--- config.mk ---
export PLATFORM = sky130hd
export DESIGN_NAME = debug_display
export DESIGN_NICKNAME = d
export VERILOG_FILES = /design/src/rtl/debug_display.sv
export SDC_FILE = /design/constraint.sdc
export NUM_CORES = 1
export LEC_CHECK = 0
export CORE_MARGIN = 2
export CORE_UTILIZATION = 49
export DETAILED_ROUTE_END_ITERATION = 10
export PLACE_DENSITY = 0.93
export REMOVE_ABC_BUFFERS = 1
export SETUP_SLACK_MARGIN = 0.5
export SYNTH_ARGS = -nofsm -noshare
export SYNTH_HDL_FRONTEND = slang
export SYNTH_SLANG_ARGS = --single-unit
--- constraint.sdc ---
create_clock -name Clk -period 5.1 [get_ports Clk]
set_clock_uncertainty 0.2 [all_clocks]
set_input_delay 1.02 -clock Clk [delete_from_list [all_inputs] [get_ports Clk]]
set_output_delay 1.02 -clock Clk [all_outputs]
set_load 0.01 [all_outputs]
--- src/rtl/debug_display.sv ---
// Eight-digit hex seven-segment viewer for the processor debug buses.
// The shown value is snapshotted once per scan frame; freeze holds it.
module debug_display #(
  parameter int REFRESH_DIV = 100000
) (
  input  logic        Clk,
  input  logic        Reset,
  input  logic [31:0] program_counter,
  input  logic [31:0] write_data,
  input  logic [31:0] HI_out,
  input  logic [31:0] LO_out,
  input  logic [1:0]  sel,
  input  logic        freeze,
  output logic [7:0]  an,
  output logic [6:0]  seg,
  output logic        dp
);
  localparam int CW = $clog2(REFRESH_DIV);

  logic [1:0]    r_sel_m, r_sel_s;
  logic          r_frz_m, r_frz_s;
  logic [CW-1:0] r_cnt;
  logic [2:0]    r_digit;
  logic [31:0]   r_snap;
  logic          r_chg;
  logic          w_tick, w_frame;
  logic [31:0]   w_src;
  logic [3:0]    w_nib;

  function automatic logic [6:0] hex7(input logic [3:0] v);
    case (v)
      4'h0: hex7 = 7'b1000000;
      4'h1: hex7 = 7'b1111001;
      4'h2: hex7 = 7'b0100100;
      4'h3: hex7 = 7'b0110000;
      4'h4: hex7 = 7'b0011001;
      4'h5: hex7 = 7'b0010010;
      4'h6: hex7 = 7'b0000010;
      4'h7: hex7 = 7'b1111000;
      4'h8: hex7 = 7'b0000000;
      4'h9: hex7 = 7'b0010000;
      4'hA: hex7 = 7'b0001000;
      4'hB: hex7 = 7'b0000011;
      4'hC: hex7 = 7'b1000110;
      4'hD: hex7 = 7'b0100001;
      4'hE: hex7 = 7'b0000110;
      default: hex7 = 7'b0001110;
    endcase
  endfunction

  assign w_tick  = (r_cnt == CW'(REFRESH_DIV - 1));
  assign w_frame = w_tick && (r_digit == 3'd7);
  assign w_nib   = r_snap[4*r_digit +: 4];

  always_comb begin
    w_src = program_counter;
    case (r_sel_s)
      2'd1:    w_src = write_data;
      2'd2:    w_src = HI_out;
      2'd3:    w_src = LO_out;
      default: w_src = program_counter;
    endcase
  end

  always_ff @(posedge Clk) begin
    if (Reset) begin
      r_sel_m <= '0;
      r_sel_s <= '0;
      r_frz_m <= 1'b0;
      r_frz_s <= 1'b0;
      r_cnt   <= '0;
      r_digit <= '0;
      r_snap  <= '0;
      r_chg   <= 1'b0;
      an      <= 8'b1111_1110;
      seg     <= 7'b1000000;
      dp      <= 1'b1;
    end else begin
      r_sel_m <= sel;
      r_sel_s <= r_sel_m;
      r_frz_m <= freeze;
      r_frz_s <= r_frz_m;
      r_cnt   <= w_tick ? '0 : r_cnt + 1'b1;
      if (w_tick) r_digit <= r_digit + 3'd1;
      // Loading only at the frame boundary keeps all eight digits from one value.
      if (w_frame && !r_frz_s) begin
        r_snap <= w_src;
        r_chg  <= (w_src != r_snap);
      end
      an  <= ~(8'd1 << r_digit);
      seg <= hex7(w_nib);
      dp  <= ~((r_digit == 3'd0) && r_chg);
    end
  end
endmodule
==> results of run 1 <==
worst register-to-register path: stages (launching register included):
cell	delay, ns
sky130_fd_sc_hd__dfxtp_1	0.85
sky130_fd_sc_hd__mux4_2	0.62
sky130_fd_sc_hd__mux2i_1	0.49
sky130_fd_sc_hd__inv_1	0.20
sky130_fd_sc_hd__ha_1	0.28
sky130_fd_sc_hd__mux4_2	0.44
sky130_fd_sc_hd__nor2b_1	0.14
per-layer routing:
metal  share of wire (%)  track usage, %  vias to the layer above
met5                   0               0                        -
met4                 3.2            12.0                        0
met3                 7.0            4.91                       40
met2                  54            46.5                      200
met1                  36            26.5                     1830
li1                    -               -                     1784
through the flow:
stage	area [um^2]	total power, mW	setup WS [ns]	util, %
CTS	5960	1.27	1.73	72.2
detailed placement	5760	0.809	1.77	69.8
global route	5960	1.30	1.56	72.2
finish	5960	1.27	1.72	72.2
global placement	5760	0.802	1.80	69.8
floorplan	4110	0.682	1.71	-
registers in the layout, indices dropped and copies added, names as in the netlist:
name     cells
seg          7
r_digit      3
r_cnt       17
r_frz_m      1
r_chg        1
r_sel_m      2
r_frz_s      1
r_sel_s      2
r_snap      32
dp           1
an           8
worst max-delay path by stage:
stage	start	to	slack, ns	cells past startpoint
4_1_cts	r_digit[0]	seg[3]	1.73	6
2_1_floorplan	r_sel_s[1]	r_chg	1.71	5
6_report	r_digit[0]	seg[3]	1.72	6
5_1_grt	r_digit[0]	seg[3]	1.56	6
3_5_place_dp	r_digit[0]	seg[3]	1.77	6
3_3_place_gp	LO_out[19]	r_chg	1.80	6
cells by family (layout without fill, tap and decap cells):
kind of cell | count (synthesis) | in the layout | share of synthesized area (%)
simple gates | 163 | 163 | 17.8
buf+inv | 32 | 173 | 3.03
xor+xnor | 46 | 46 | 9.56
flops | 75 | 75 | 35.6
fa+ha+maj | 14 | 14 | 4.16
mux | 49 | 49 | 23.9
compound gates | 47 | 47 | 5.94
area by class of cell:
type	instances	area [um^2]	area share [%]
Timing Repair Buffer	152	1510	25.3
Sequential cell	75	1500	25.2
Inverter	7	26.3	0.441
Clock inverter	2	35.0	0.588
Clock buffer	12	165	2.77
Tap cell	105	131	2.20
Multi-Input combinational cell	319	2590	43.5
layout by cell type, fill, tap and decap left out, types with 2 or more instances in the layout:
master / instances
sky130_fd_sc_hd__nand2b_1: 3
sky130_fd_sc_hd__mux4_2: 41
sky130_fd_sc_hd__inv_1: 6
sky130_fd_sc_hd__nand3_1: 10
sky130_fd_sc_hd__mux2i_1: 6
sky130_fd_sc_hd__nand4_1: 7
sky130_fd_sc_hd__clkbuf_8: 12
sky130_fd_sc_hd__clkdlybuf4s50_1: 147
sky130_fd_sc_hd__or3_1: 3
sky130_fd_sc_hd__nor4_1: 4
sky130_fd_sc_hd__mux2_2: 2
sky130_fd_sc_hd__nor3_1: 2
sky130_fd_sc_hd__ha_1: 14
sky130_fd_sc_hd__o21ai_0: 6
sky130_fd_sc_hd__nor2_1: 33
sky130_fd_sc_hd__xnor2_1: 21
sky130_fd_sc_hd__nand4b_1: 2
sky130_fd_sc_hd__xor2_1: 25
sky130_fd_sc_hd__and3_1: 2
sky130_fd_sc_hd__buf_4: 4
sky130_fd_sc_hd__or4_1: 3
sky130_fd_sc_hd__nand2_1: 81
sky130_fd_sc_hd__nor2b_1: 7
sky130_fd_sc_hd__a21oi_1: 36
sky130_fd_sc_hd__dfxtp_1: 74
power by group:
part	internal, mW	total (mW)	switching [mW]
clock network	0.260	0.470	0.210
registers	0.590	0.599	0.00929
logic	0.137	0.197	0.0597
total	0.987	1.27	0.279
==> flow_summary.json, run 1 <==
{
  "filler_instances": 573,
  "placement_rows": 33,
  "synth_top_area_share_pct": 35.6,
  "postSynthRegisterBits": 75,
  "timing_worst_slew_pin_value_ns": 1.25,
  "worstSetupStartpointType": "register",
  "cts_tree": "done",
  "crit-reg2reg-capture": "seg[3]",
  "worstPathCellList": "mux4_2 > mux2i_1 > inv_1 > ha_1 > mux4_2 > nor2b_1",
  "synth_enable_flop_cells": 0,
  "mappedNetlistArea_um2": 4220,
  "stdcell_count": 672,
  "ant_nets": 0,
  "final-setup-viol-count": 0,
  "die_area_um2": 9360,
  "cp_common_cell": "sky130_fd_sc_hd__mux4_2",
  "crit_arrival_ns": 3.37,
  "detailedPlacementHpwl_um": 8790,
  "critical_path_buf_inv_count": 1,
  "synth.avg_cell_area_um2": 9.90,
  "outcome": "finished, final reports clean",
  "die_h_um": 96.8,
  "cts_made_buffers": 9,
  "io_buffer_count": 148,
  "grt_overall_usage_pct": 24.9,
  "crit_family": "multiplexers",
  "hold-path-endpoint": "dp",
  "peakVddDrop_v": 0.000157,
  "postCtsResizedCells": 0,
  "antenna_found_initial": 0,
  "worstHoldStart": "r_chg",
  "antenna_cells": 0,
  "globalRoute.totalOverflow": 0,
  "synth_common_cells": "sky130_fd_sc_hd__nand2_1 (81), sky130_fd_sc_hd__dfxtp_1 (75), sky130_fd_sc_hd__mux4_2 (41)",
  "grt_pass1_vias": 3969,
  "avgRoutedWirePerCell_um": 17.4,
  "worstRegToRegCells": 6,
  "dr.first_iter.drc_count": 320,
  "layout_worst_path_cycle_share_pct": 66.2,
  "max_cap_viol_count": 0,
  "slew_viol_final": 0,
  "synthArstFlopShare_pct": 0,
  "critical_path.max_fanout": 12,
  "fin_nets": 711,
  "timing_worst_setup_path_type": "register to register",
  "yosys-top-cells-area": "sky130_fd_sc_hd__dfxtp_1 (36%), sky130_fd_sc_hd__mux4_2 (22%), sky130_fd_sc_hd__nand2_1 (7.2%), sky130_fd_sc_hd__xor2_1 (5.2%), sky130_fd_sc_hd__xnor2_1 (4.4%)",
  "h-tree-depth": 3,
  "layout-drive-gt1-share_pct": 11.8,
  "cts_sinks": 75,
  "routed_wl_um": 11700,
  "placeableCoreArea_um2": 8260,
  "max-slew-margin-rel_pct": 16.8,
  "required_ns": 5.10,
  "timing.critical_path.slowest_cell_delay_ns": 0.85,
  "synthMostInstantiatedCell": "sky130_fd_sc_hd__nand2_1",
  "hold_slack_ns": 0.234,
  "hold_viol": 0,
  "final_period_minus_worst_setup_slack_ns": 3.38,
  "ctsLongestPathBuffers": 2,
  "floorplan.die.width_um": 96.8,
  "grt_first_pass_wirelength_um": 18500,
  "worst_setup_end_kind": "register",
  "hold_path_depth": 1,
  "ys.warnings.count": 0,
  "initial_core_util_pct": 51.0,
  "clkLatencyLatePin_ns": 0.35,
  "syn2layout_area_growth_pct": 41.4,
  "synthDominantAreaCellType": "sky130_fd_sc_hd__dfxtp_1",
  "setup_repair_after_global_routing_missed_its_margin": "false",
  "cts.repair_timing.setup_buffer_count": 0,
  "crit_slowest_cell": "sky130_fd_sc_hd__dfxtp_1",
  "drt-pass1-iter-count": 5,
  "reg2reg_from": "r_digit[0]",
  "ys_seq_area_share_pct": 35.6,
  "pin_count_of_the_biggest_net_entering_global_routing": 58,
  "cts-root-buf": "sky130_fd_sc_hd__clkbuf_8",
  "drt_drc_violations_left": 0,
  "clk_pin_slew_ns": 0.07,
  "syn_inst": 426,
  "setup-tns-final_ns": 0,
  "power.density_nw_per_um2": 212,
  "dp.cells": 658,
  "num_vias": 3854,
  "yosys_most_used_dff": "sky130_fd_sc_hd__dfxtp_1",
  "gp_congestion": 0.890,
  "boundary_pin_count": 149,
  "setup.reg_to_reg.worst_slack_ns": 1.72,
  "yosys.cell_types.count": 36,
  "leakage_nw": 2.08,
  "cts_hold_buf": 0,
  "achievable-frequency_mhz": 296,
  "hold_path.class": "register to register",
  "post_drt_via_cell_ratio": 5.74
}
Note: power is estimated with default switching activity, not from simulation.
==> inputs of run 2 (changes only) <==
- CORE_UTILIZATION: 49 -> 46
- PLACE_DENSITY: 0.93 -> 0.89
- clock period: 5.1 -> 3.2 ns (I/O delays scaled with it)
==> run 2 against run 1 <==
Effect of this change: via count fell by 1.1%; cell count grew 1.6%; combinational power rose by 64%; register-to-register slack worse by 1.2 ns; critical path type unchanged; largest power group unchanged; setup slack lost 1.2 ns; power increased by 61%; first-iteration DRC count down 30%; global-route usage fell by 1.4 points; critical path depth unchanged; die area increased by 6.2%.
==> flow_summary.json, run 2 (synthesis results as in run 1) <==
{
  "outcome": "finished, final reports clean",
  "syn2layout_area_growth_pct": 43.8,
  "achievable-frequency_mhz": 377,
  "cts.repair_timing.setup_buffer_count": 0,
  "final_area_um2": 6060,
  "max-slew-margin-rel_pct": 59.5,
  "power.density_nw_per_um2": 335,
  "grt_overall_usage_pct": 23.4,
  "layout-drive-gt1-share_pct": 13.4,
  "die_h_um": 99.7,
  "power.clock.fraction_pct": 37.6,
  "boundary_pin_count": 149,
  "die_area_um2": 9950,
  "drt-pass1-iter-count": 5,
  "filler_instances": 639,
  "fin_nets": 717,
  "dpl_cell_area_um2": 5840,
  "setup-tns-final_ns": 0,
  "worstSetupStartpointType": "register",
  "layout_worst_path_cycle_share_pct": 82.9,
  "worst_setup_end_kind": "register",
  "placement_rows": 34,
  "peakVddDrop_v": 0.000167,
  "io_buffer_count": 148,
  "post_drt_via_cell_ratio": 5.58,
  "pin_count_of_the_biggest_net_entering_global_routing": 34,
  "final_common_cell": "sky130_fd_sc_hd__clkdlybuf4s50_1",
  "floorplan.die.width_um": 99.7,
  "antenna_cells": 0,
  "cts_hold_buf": 0,
  "hold_path.class": "register to register",
  "power_switching_share_pct": 22.0,
  "area.sequential_um2": 1510,
  "utilization_pct": 68.8,
  "comb_power_share_pct": 15.9,
  "cts_sinks": 75,
  "crit_slowest_cell": "sky130_fd_sc_hd__or4_4",
  "avgRoutedWirePerCell_um": 16.8,
  "grt_pass1_vias": 3955,
  "initial_core_util_pct": 47.9,
  "clk_pin_slew_ns": 0.08,
  "max_cap_viol_count": 0,
  "drt_drc_violations_left": 0,
  "timing_worst_slew_pin_value_ns": 0.608,
  "cts_tree": "done",
  "final_period_minus_worst_setup_slack_ns": 2.65,
  "regMostFlops": "r_snap",
  "p_seq_share_pct": 46.5,
  "grt_first_pass_wirelength_um": 18200,
  "placeableCoreArea_um2": 8810,
  "gp_congestion": 0.866,
  "setup_repair_after_global_routing_missed_its_margin": "true",
  "num_vias": 3811,
  "ant_nets": 0,
  "layout_common_cells": "sky130_fd_sc_hd__clkdlybuf4s50_1 (147), sky130_fd_sc_hd__nand2_1 (81), sky130_fd_sc_hd__dfxtp_1 (72)",
  "regs_by_ff_count": "r_snap x32, r_cnt x17, an x8",
  "slew_viol_final": 0,
  "cts-root-buf": "sky130_fd_sc_hd__clkbuf_8",
  "antenna_found_initial": 0,
  "largest_reg_flops": 32,
  "timing_worst_setup_path_type": "register to register",
  "h-tree-depth": 3,
  "routed_wl_um": 11400,
  "required_ns": 3.23,
  "detailedPlacementHpwl_um": 8860,
  "globalRoute.totalOverflow": 0,
  "setup.reg_to_reg.worst_slack_ns": 0.55,
  "worstPathCellList": "or4_1 > nor4b_2 > nand4b_1 > or4_4 > nor4_2 > a211oi_1",
  "final-setup-viol-count": 0,
  "leakage_nw": 2.11,
  "cts_made_buffers": 9,
  "ctsLongestPathBuffers": 2,
  "timing.critical_path.slowest_cell_delay_ns": 0.61,
  "critical_path.max_fanout": 7,
  "multi_input_area_um2": 2610,
  "hold_viol": 0,
  "dr.first_iter.drc_count": 224,
  "crit_arrival_ns": 2.68,
  "clkLatencyLatePin_ns": 0.35,
  "intPower_mw": 1.59,
  "switchingPower_mw": 0.446
}
run 2: cell count changes in the layout (fill, tap and decap cells not counted), moves of 2 or more:
cell	previous run	this run
sky130_fd_sc_hd__buf_12	0	2
sky130_fd_sc_hd__buf_4	4	8
sky130_fd_sc_hd__clkbuf_1	0	3
sky130_fd_sc_hd__dfxtp_1	74	72
run 2: area by class of cell:
class	count	share of cell area, %
sequential	75	24.9
timing repair buffer	158	26.0
clock buffer	15	2.91
multi-input combinational	319	43.0
clock inverter	1	0.495
inverter	7	0.434
tap	108	2.23
run 2: per-layer routing:
layer	global-route usage (%)	wire, um	share of wire [%]
met1	26.5	4210	37
met2	42.8	6260	55
met3	4.36	738	6.4
met4	10.3	239	2.1
met5	0	0	0
run 2: timing repair:
item	CTS	global route
endpoints found under the setup margin	1	2
pin swaps	0	2
hold endpoints to repair	0	0
gates resized for setup	1	5
run 2: stage by stage:
step                      setup slack (ns)  hold WS, ns  std cells  total power [mW]
after global placement               0.329        0.210        667              1.28
after CTS                            0.508        0.225        683              2.04
after global routing                 0.425        0.247        683              2.10
after floorplan                     -0.192        0.168        401              1.09
after detailed placement             0.281        0.214        667              1.29
final                                0.546        0.230        683              2.03
run 2: path summary, 6_finish.rpt:
| path | start | to | cells past startpoint |
|---|---|---|---|
| min reg2reg | r_chg | dp | 1 |
| min | r_chg | dp | 1 |
| max reg2reg | r_cnt[12] | r_chg | 6 |
| max | r_cnt[12] | r_chg | 6 |
run 2: critical path, delay by kind of cell, from the launching register on:
family             cells  cell delay (ns)
and+or+nand+nor        5             1.86
DFF                    1             0.38
AOI/OAI and AO/OA      1             0.10
run 2: power by group through the flow:
stage	clock network, mW	registers, mW	logic [mW]
2_1_floorplan	0	0.975	0.112
3_3_place_gp	0	0.968	0.314
3_5_place_dp	0	0.969	0.323
4_1_cts	0.766	0.947	0.325
5_1_grt	0.812	0.947	0.343
6_report	0.764	0.946	0.323
